[config.mk]
export PLATFORM = sky130hd
export DESIGN_NAME = buzzer_driver
export DESIGN_NICKNAME = d
export VERILOG_FILES = /design/src/rtl/buzzer_pkg.sv /design/src/rtl/tone_counter.sv /design/src/rtl/buzzer_driver.sv
export SDC_FILE = /design/constraint.sdc
export NUM_CORES = 1
export LEC_CHECK = 0
export BUFFER_PORTS_ARGS = -buffer_cell sky130_fd_sc_hd__buf_4
export CORE_UTILIZATION = 55
export CTS_CLUSTER_DIAMETER = 50
export DETAILED_ROUTE_END_ITERATION = 10
export PLACE_DENSITY = 0.82
export SETUP_SLACK_MARGIN = 0.4
export SLEW_MARGIN = 30
export SYNTH_ARGS = -nofsm -noshare
export SYNTH_HDL_FRONTEND = slang
export SYNTH_SLANG_ARGS = --single-unit
[constraint.sdc]
create_clock -name clk -period 2.69 [get_ports clk]
set_input_delay 0.1345 -clock clk [delete_from_list [all_inputs] [get_ports clk]]
set_output_delay 0.1345 -clock clk [all_outputs]
set_load 0.02 [all_outputs]
[src/rtl/buzzer_pkg.sv]
// Shared definitions for the buzzer driver slice.
//
// Contents:
//   NOTE_*      note codes on note_in (0 = rest, 1..7 = do..si, 8..15 = rest)
//   OCT_*       octave codes on octave (3 is played as mid)
//   F_CENTIHZ   mid-octave note frequencies in 1/100 Hz, indexed by note code
//   state_t     tone FSM states
//   mid_half_period()  elaboration-time half-period in clock cycles
//   is_note()          true for a playable note code
package buzzer_pkg;

  localparam logic [3:0] NOTE_REST = 4'd0;
  localparam logic [3:0] NOTE_DO   = 4'd1;
  localparam logic [3:0] NOTE_SI   = 4'd7;

  localparam logic [1:0] OCT_LOW  = 2'd0;
  localparam logic [1:0] OCT_MID  = 2'd1;
  localparam logic [1:0] OCT_HIGH = 2'd2;

  // Entry 0 stands for the rest code so the table can be indexed directly by note code.
  localparam int unsigned F_CENTIHZ [0:7] = '{
    0, 26163, 29366, 32963, 34923, 39200, 44000, 49388
  };

  typedef enum logic [1:0] {
    ST_IDLE  = 2'd0,
    ST_TONE  = 2'd1,
    ST_DRAIN = 2'd2
  } state_t;

  // Evaluated only on constants; the 64-bit product avoids overflow of CLK_HZ*100.
  function automatic longint unsigned mid_half_period(
    input longint unsigned clk_hz,
    input logic [2:0]      idx
  );
    return (clk_hz * 64'd100) / (64'd2 * 64'(F_CENTIHZ[idx]));
  endfunction

  function automatic logic is_note(input logic [3:0] code);
    return (code >= NOTE_DO) && (code <= NOTE_SI);
  endfunction

endpackage

[src/rtl/tone_counter.sv]
// Half-period counter and square-wave toggle for one buzzer voice.
//
// Ports:
//   clk, reset      clock, asynchronous active-low reset
//   load            start a tone: reload half-period, tone high
//   run             count down; on expiry toggle and reload
//   drain           count down without reloading; on expiry force tone low
//   clear           drop tone and counter immediately
//   note_idx        note code (1..7) whose half-period is used on reload
//   octave          octave code applied to that half-period
//   tone            square-wave output (registered)
//   reload          high in any cycle that reloads the counter
//   last            counter is in the final cycle of its half-period
module tone_counter
  import buzzer_pkg::*;
#(
  parameter int unsigned CLK_HZ = 100_000_000
) (
  input  logic       clk,
  input  logic       reset,
  input  logic       load,
  input  logic       run,
  input  logic       drain,
  input  logic       clear,
  input  logic [2:0] note_idx,
  input  logic [1:0] octave,
  output logic       tone,
  output logic       reload,
  output logic       last
);

  // Sized for the longest half-period: low-octave do.
  localparam int unsigned CNT_W =
    $clog2(64'd2 * mid_half_period(64'(CLK_HZ), 3'd1) + 64'd1);

  localparam logic [CNT_W-1:0] MID_HP [0:7] = '{
    '0,
    CNT_W'(mid_half_period(64'(CLK_HZ), 3'd1)),
    CNT_W'(mid_half_period(64'(CLK_HZ), 3'd2)),
    CNT_W'(mid_half_period(64'(CLK_HZ), 3'd3)),
    CNT_W'(mid_half_period(64'(CLK_HZ), 3'd4)),
    CNT_W'(mid_half_period(64'(CLK_HZ), 3'd5)),
    CNT_W'(mid_half_period(64'(CLK_HZ), 3'd6)),
    CNT_W'(mid_half_period(64'(CLK_HZ), 3'd7))
  };

  logic [CNT_W-1:0] count;
  logic [CNT_W-1:0] mid_hp;
  logic [CNT_W-1:0] half_period;

  // Octave scaling of the constant mid-octave table; octave code 3 plays as mid.
  always_comb begin
    mid_hp = MID_HP[note_idx];
    case (octave)
      OCT_LOW:  half_period = mid_hp << 1;
      OCT_HIGH: half_period = mid_hp >> 1;
      OCT_MID:  half_period = mid_hp;
      default:  half_period = mid_hp;
    endcase
  end

  // A count of 0 only occurs after a finished drain, so treating it like an
  // expiry lets a returning note restart cleanly without wrapping the counter.
  assign reload = load | (run & (count <= CNT_W'(1)));
  assign last   = (count == CNT_W'(1));

  always_ff @(posedge clk or negedge reset) begin
    if (!reset) begin
      count <= '0;
      tone  <= 1'b0;
    end else if (reload) begin
      count <= half_period;
      tone  <= load | ~tone;
    end else if (run) begin
      count <= count - CNT_W'(1);
    end else if (drain) begin
      if (count <= CNT_W'(1)) begin
        count <= '0;
        tone  <= 1'b0;
      end else begin
        count <= count - CNT_W'(1);
      end
    end else if (clear) begin
      count <= '0;
      tone  <= 1'b0;
    end
  end

endmodule

[src/rtl/buzzer_driver.sv]
// Square-wave buzzer driver: registers the note request, runs the
// IDLE/TONE/DRAIN sequencer and (optionally) an amplitude envelope.
//
// Build option: define BUZZER_ENVELOPE_EN to add a decaying 8-bit envelope
// applied to the speaker through a free-running PWM comparator.
//
// Ports:
//   clk          system clock
//   reset        asynchronous reset, active-low
//   enable       1 = sound permitted, 0 = forced silence
//   note_in      note code (0 / 8..15 = rest, 1..7 = do..si)
//   octave       0 low, 1 mid, 2 high, 3 mid
//   speaker      buzzer drive
//   playing      high in TONE and DRAIN
//   note_active  note being generated, 0 when silent
module buzzer_driver
  import buzzer_pkg::*;
#(
  parameter int unsigned CLK_HZ       = 100_000_000,
  parameter int unsigned DECAY_CYCLES = 390_625
) (
  input  logic       clk,
  input  logic       reset,
  input  logic       enable,
  input  logic [3:0] note_in,
  input  logic [1:0] octave,
  output logic       speaker,
  output logic       playing,
  output logic [3:0] note_active
);

  // A zero decay period has no meaningful step length.
  if (DECAY_CYCLES == 0) begin : g_bad_decay
    $error("buzzer_driver: DECAY_CYCLES must be nonzero");
  end

  state_t     state;
  state_t     next_state;
  logic [3:0] note_reg;
  logic [1:0] octave_reg;
  logic       enable_reg;
  logic       valid;
  logic       load;
  logic       run;
  logic       drain;
  logic       clear;
  logic       tone;
  logic       reload;
  logic       last;

  always_ff @(posedge clk or negedge reset) begin
    if (!reset) begin
      note_reg   <= '0;
      octave_reg <= '0;
      enable_reg <= 1'b0;
    end else begin
      note_reg   <= note_in;
      octave_reg <= octave;
      enable_reg <= enable;
    end
  end

  assign valid = enable_reg & is_note(note_reg);

  always_ff @(posedge clk or negedge reset) begin
    if (!reset) begin
      state <= ST_IDLE;
    end else begin
      state <= next_state;
    end
  end

  // When a rest arrives exactly as a high half ends, go straight to IDLE so
  // speaker and playing fall together instead of lingering a cycle in DRAIN.
  always_comb begin
    next_state = state;
    load       = 1'b0;
    run        = 1'b0;
    drain      = 1'b0;
    clear      = 1'b0;
    case (state)
      ST_IDLE: begin
        if (valid) begin
          load       = 1'b1;
          next_state = ST_TONE;
        end
      end
      ST_TONE: begin
        if (valid) begin
          run = 1'b1;
        end else begin
          drain      = 1'b1;
          next_state = (tone & last) ? ST_IDLE : ST_DRAIN;
        end
      end
      ST_DRAIN: begin
        if (valid) begin
          run        = 1'b1;
          next_state = ST_TONE;
        end else if (tone) begin
          drain = 1'b1;
          if (last) begin
            next_state = ST_IDLE;
          end
        end else begin
          clear      = 1'b1;
          next_state = ST_IDLE;
        end
      end
      default: begin
        clear      = 1'b1;
        next_state = ST_IDLE;
      end
    endcase
  end

  tone_counter #(
    .CLK_HZ (CLK_HZ)
  ) u_tone (
    .clk      (clk),
    .reset    (reset),
    .load     (load),
    .run      (run),
    .drain    (drain),
    .clear    (clear),
    .note_idx (note_reg[2:0]),
    .octave   (octave_reg),
    .tone     (tone),
    .reload   (reload),
    .last     (last)
  );

  always_ff @(posedge clk or negedge reset) begin
    if (!reset) begin
      note_active <= NOTE_REST;
    end else if (reload) begin
      note_active <= note_reg;
    end else if (next_state == ST_IDLE) begin
      note_active <= NOTE_REST;
    end
  end

  assign playing = (state != ST_IDLE);

`ifdef BUZZER_ENVELOPE_EN
  localparam int unsigned DECAY_W = (DECAY_CYCLES > 1) ? $clog2(DECAY_CYCLES) : 1;

  logic [7:0]         envelope;
  logic [7:0]         pwm_cnt;
  logic [DECAY_W-1:0] decay_cnt;
  logic               strike;

  // A fresh start or a different note restarts the decay from full scale.
  assign strike = load | (reload & (note_reg != note_active));

  always_ff @(posedge clk or negedge reset) begin
    if (!reset) begin
      envelope  <= '0;
      decay_cnt <= '0;
    end else if (strike) begin
      envelope  <= 8'hFF;
      decay_cnt <= '0;
    end else if (decay_cnt == DECAY_W'(DECAY_CYCLES - 1)) begin
      decay_cnt <= '0;
      if (envelope != 8'd0) begin
        envelope <= envelope - 8'd1;
      end
    end else begin
      decay_cnt <= decay_cnt + DECAY_W'(1);
    end
  end

  always_ff @(posedge clk or negedge reset) begin
    if (!reset) begin
      pwm_cnt <= '0;
    end else begin
      pwm_cnt <= pwm_cnt + 8'd1;
    end
  end

  assign speaker = tone & (pwm_cnt < envelope);
`else
  assign speaker = tone;
`endif

endmodule

==> results.toml <==
[status]
status = "completed"

[drt]
dr.pass1.iters = 7
ant_nets = 0
drt-wirelength-per-cell_um = 17.6
top_layer = "met4"
dr_wl_met3_um = 630
via_per_inst = 6.71
via_count = 2771
route.met2.wl_um = 3470
dr.first_iter.drc_count = 457
wl_met1_um = 3040
drt-total-wl_um = 7290
route.detailed.drc = 0

[power]
power_density_mw_per_mm2 = 981
power.static_leakage_nw = 1.31
peakVddDrop_v = 0.000534

[logic_synthesis]
synth_edf_count = 0
netlist_instances = 321
synth_cell_type_count = 60
yosys_warnings = 0
netlist_area_mm2 = 0.00257
synth_most_common_cell = "dfrtp_1"
avgSynthCellArea_um2 = 8.02
synth-main-ff-cell = "dfrtp_1"
synthTopCellsByCount = "dfrtp_1, nand2_1, nor2_1"
synthArstFlopShare_pct = 100
synth_area_leaders = "dfrtp_1, ha_1, nand2_1"
synth_top_area_share_pct = 32.1
seq_area_frac_synth_pct = 32.1
ys_ff_latch = 33
synthesis.nets = 340
synth_top_area_cell = "dfrtp_1"

[cells_and_area]
areaGrowthSynthToFinish_pct = 22.6
finalInstanceArea_mm2 = 0.00315
fillCellCount = 313
drive_gt1_share_pct = 20.2
largest_reg_flops = 19
antenna_cells = 0
nets = 379

[clock_network]
htree_levels = 2
cts-buffers-inserted = 5
clkTransAtPathRegs_ps = 70
cts_root_buf = "clkbuf_8"
clkSinkCount = 33
worstSkewPairLatency_ps = 290
clock_path_buffers = 2
cts_tree = "built"

[sta]
setup_viol = 0
maxSlewHeadroom_pct = 60.5
slew_viol_final = 0
rsz0062_at_grt = "true"
clock.fmax_mhz = 449
hold_viol = 0
worst_slew_pin_slew_ps = 585
fin_hold_ws_ps = 329
fin_skew_ps = 7.14
period_share_pct = 82.8
finalCriticalPeriod_ps = 2230
finalSetupTns_ps = 0

[global_route]
antenna_found_initial = 0
grt_pass1_vias = 2392
grt_pass1_wl_um = 11800
grt_max_degree = 34
gr-total-overflow = 0
grtUsageTotal_pct = 30.7

[setup_path]
cp_max_fo = 6
crit_path_end_kind = "flip-flop"
cp_data_required_time_ps = 2850
start_kind = "flip-flop"
arrival_ps = 2390
criticalPathCategory = "flip-flop to flip-flop"

[die]
core_area_mm2 = 0.00441
die_x_um = 70.4
io_pins = 15
initial_utilization_pct = 58.3
die_area_mm2 = 0.00496
die_y_um = 70.4
rows = 24

[placement]
place_congestion = 0.921
postPlaceCellArea_mm2 = 0.00280
numPortBuffers = 14
place_hpwl_um = 4770

[worst_hold_path]
hold_class = "input pin to asynchronous set/reset pin"

[flow_run]
cap_viol_max_count = 0
## routing by layer
metal | GRT usage, % | vias up
li1 | - | 1299
met1 | 41.6 | 1299
met2 | 49.6 | 149
met3 | 6.20 | 24
met4 | 8.22 | 0
met5 | 0 | -
## cells in the final DEF (no fill, tap or decap), types with 3 or more instances in the layout
cell type	instances
o22ai_1	4
clkbuf_8	5
o211ai_1	11
a22oi_1	5
a21oi_1	18
a32oi_1	5
a31oi_1	7
clkbuf_1	3
dlygate4sd3_1	8
or4_1	3
nand2_1	29
nor2b_1	10
o21a_1	4
nor2_1	26
ha_1	9
o21ai_0	13
dfrtp_1	31
o221ai_1	5
a221oi_1	3
a211o_1	3
inv_1	14
nor3_1	13
nand3_1	14
buf_4	48
nand2b_1	3
nand4_1	6
o2111ai_1	3
or3_1	4
## power breakdown
part | leakage (nW) | switching (mW) | internal, mW
Sequential | 0.424 | 0.169 | 0.643
Clock | 0.0395 | 0.181 | 0.184
Combinational | 0.851 | 1.08 | 0.833
## timing repair
item	CTS	global route
pin swaps	2	4
buffers inserted	6	9
hold buffers	8	0
resized for setup	9	7
hold endpoints to repair	40	0
setup endpoints to repair	16	17
## final timing paths
kind                                              start                           end  slack [ps]  cells past startpoint
min in group clk                              octave[0]       octave_reg[0]$_DFF_PN0_         490                      2
hold / removal                                    reset            state[0]$_DFF_PN0_         330                      2
hold reg to reg              note_active[3]$_DFFE_PN0P_    note_active[3]$_DFFE_PN0P_         510                      2
setup reg to reg           u_tone.count[10]$_DFFE_PN0P_  u_tone.count[17]$_DFFE_PN0P_         460                      6
setup / recovery           u_tone.count[10]$_DFFE_PN0P_  u_tone.count[17]$_DFFE_PN0P_         460                      6
max in group asynchronous                         reset         note_reg[1]$_DFF_PN0_        2030                      2
## stage by stage
stage | utilization [%] | cells | power (mW) | setup WS (ps)
3_5_place_dp | 63.5 | 382 | 2.44 | 256
5_1_grt | 71.5 | 413 | 3.30 | 342
3_3_place_gp | 63.5 | 382 | 2.40 | 290
2_1_floorplan | - | 321 | 1.96 | 403
4_1_cts | 69.3 | 404 | 2.93 | 435
6_report | 71.5 | 413 | 3.09 | 462
## worst max-delay path: stages, from the launching register on
cell and delay, ps:
dfrtp_1 410, or4_1 520, buf_4 180, or4_4 470, o31a_1 260, o211ai_1 160
nand3_1 100
## cells by family (layout without fill, tap and decap cells)
| family | Yosys count | in the layout | synth area share, % |
|---|---|---|---|
| buffers and inverters | 40 | 80 | 6.22 |
| adder cells (fa/ha/maj) | 10 | 10 | 4.86 |
| XOR/XNOR | 2 | 2 | 0.681 |
| multiplexers | 2 | 2 | 0.826 |
| flip-flops | 33 | 33 | 32.1 |
| AND/OR/NAND/NOR | 126 | 126 | 25.1 |
| AO/OA/AOI/OAI | 108 | 108 | 30.2 |
## final cells by class
type / instances / area, um2 / share of cell area (%)
multi-input cells: 248 / 1670 / 53.0
flip-flops and latches: 33 / 828 / 26.3
repair buffers: 57 / 452 / 14.3
clock buffers: 8 / 80.1 / 2.54
well taps: 52 / 65.1 / 2.06
inverters: 15 / 56.3 / 1.79
Note: power is estimated with default switching activity, not from simulation.
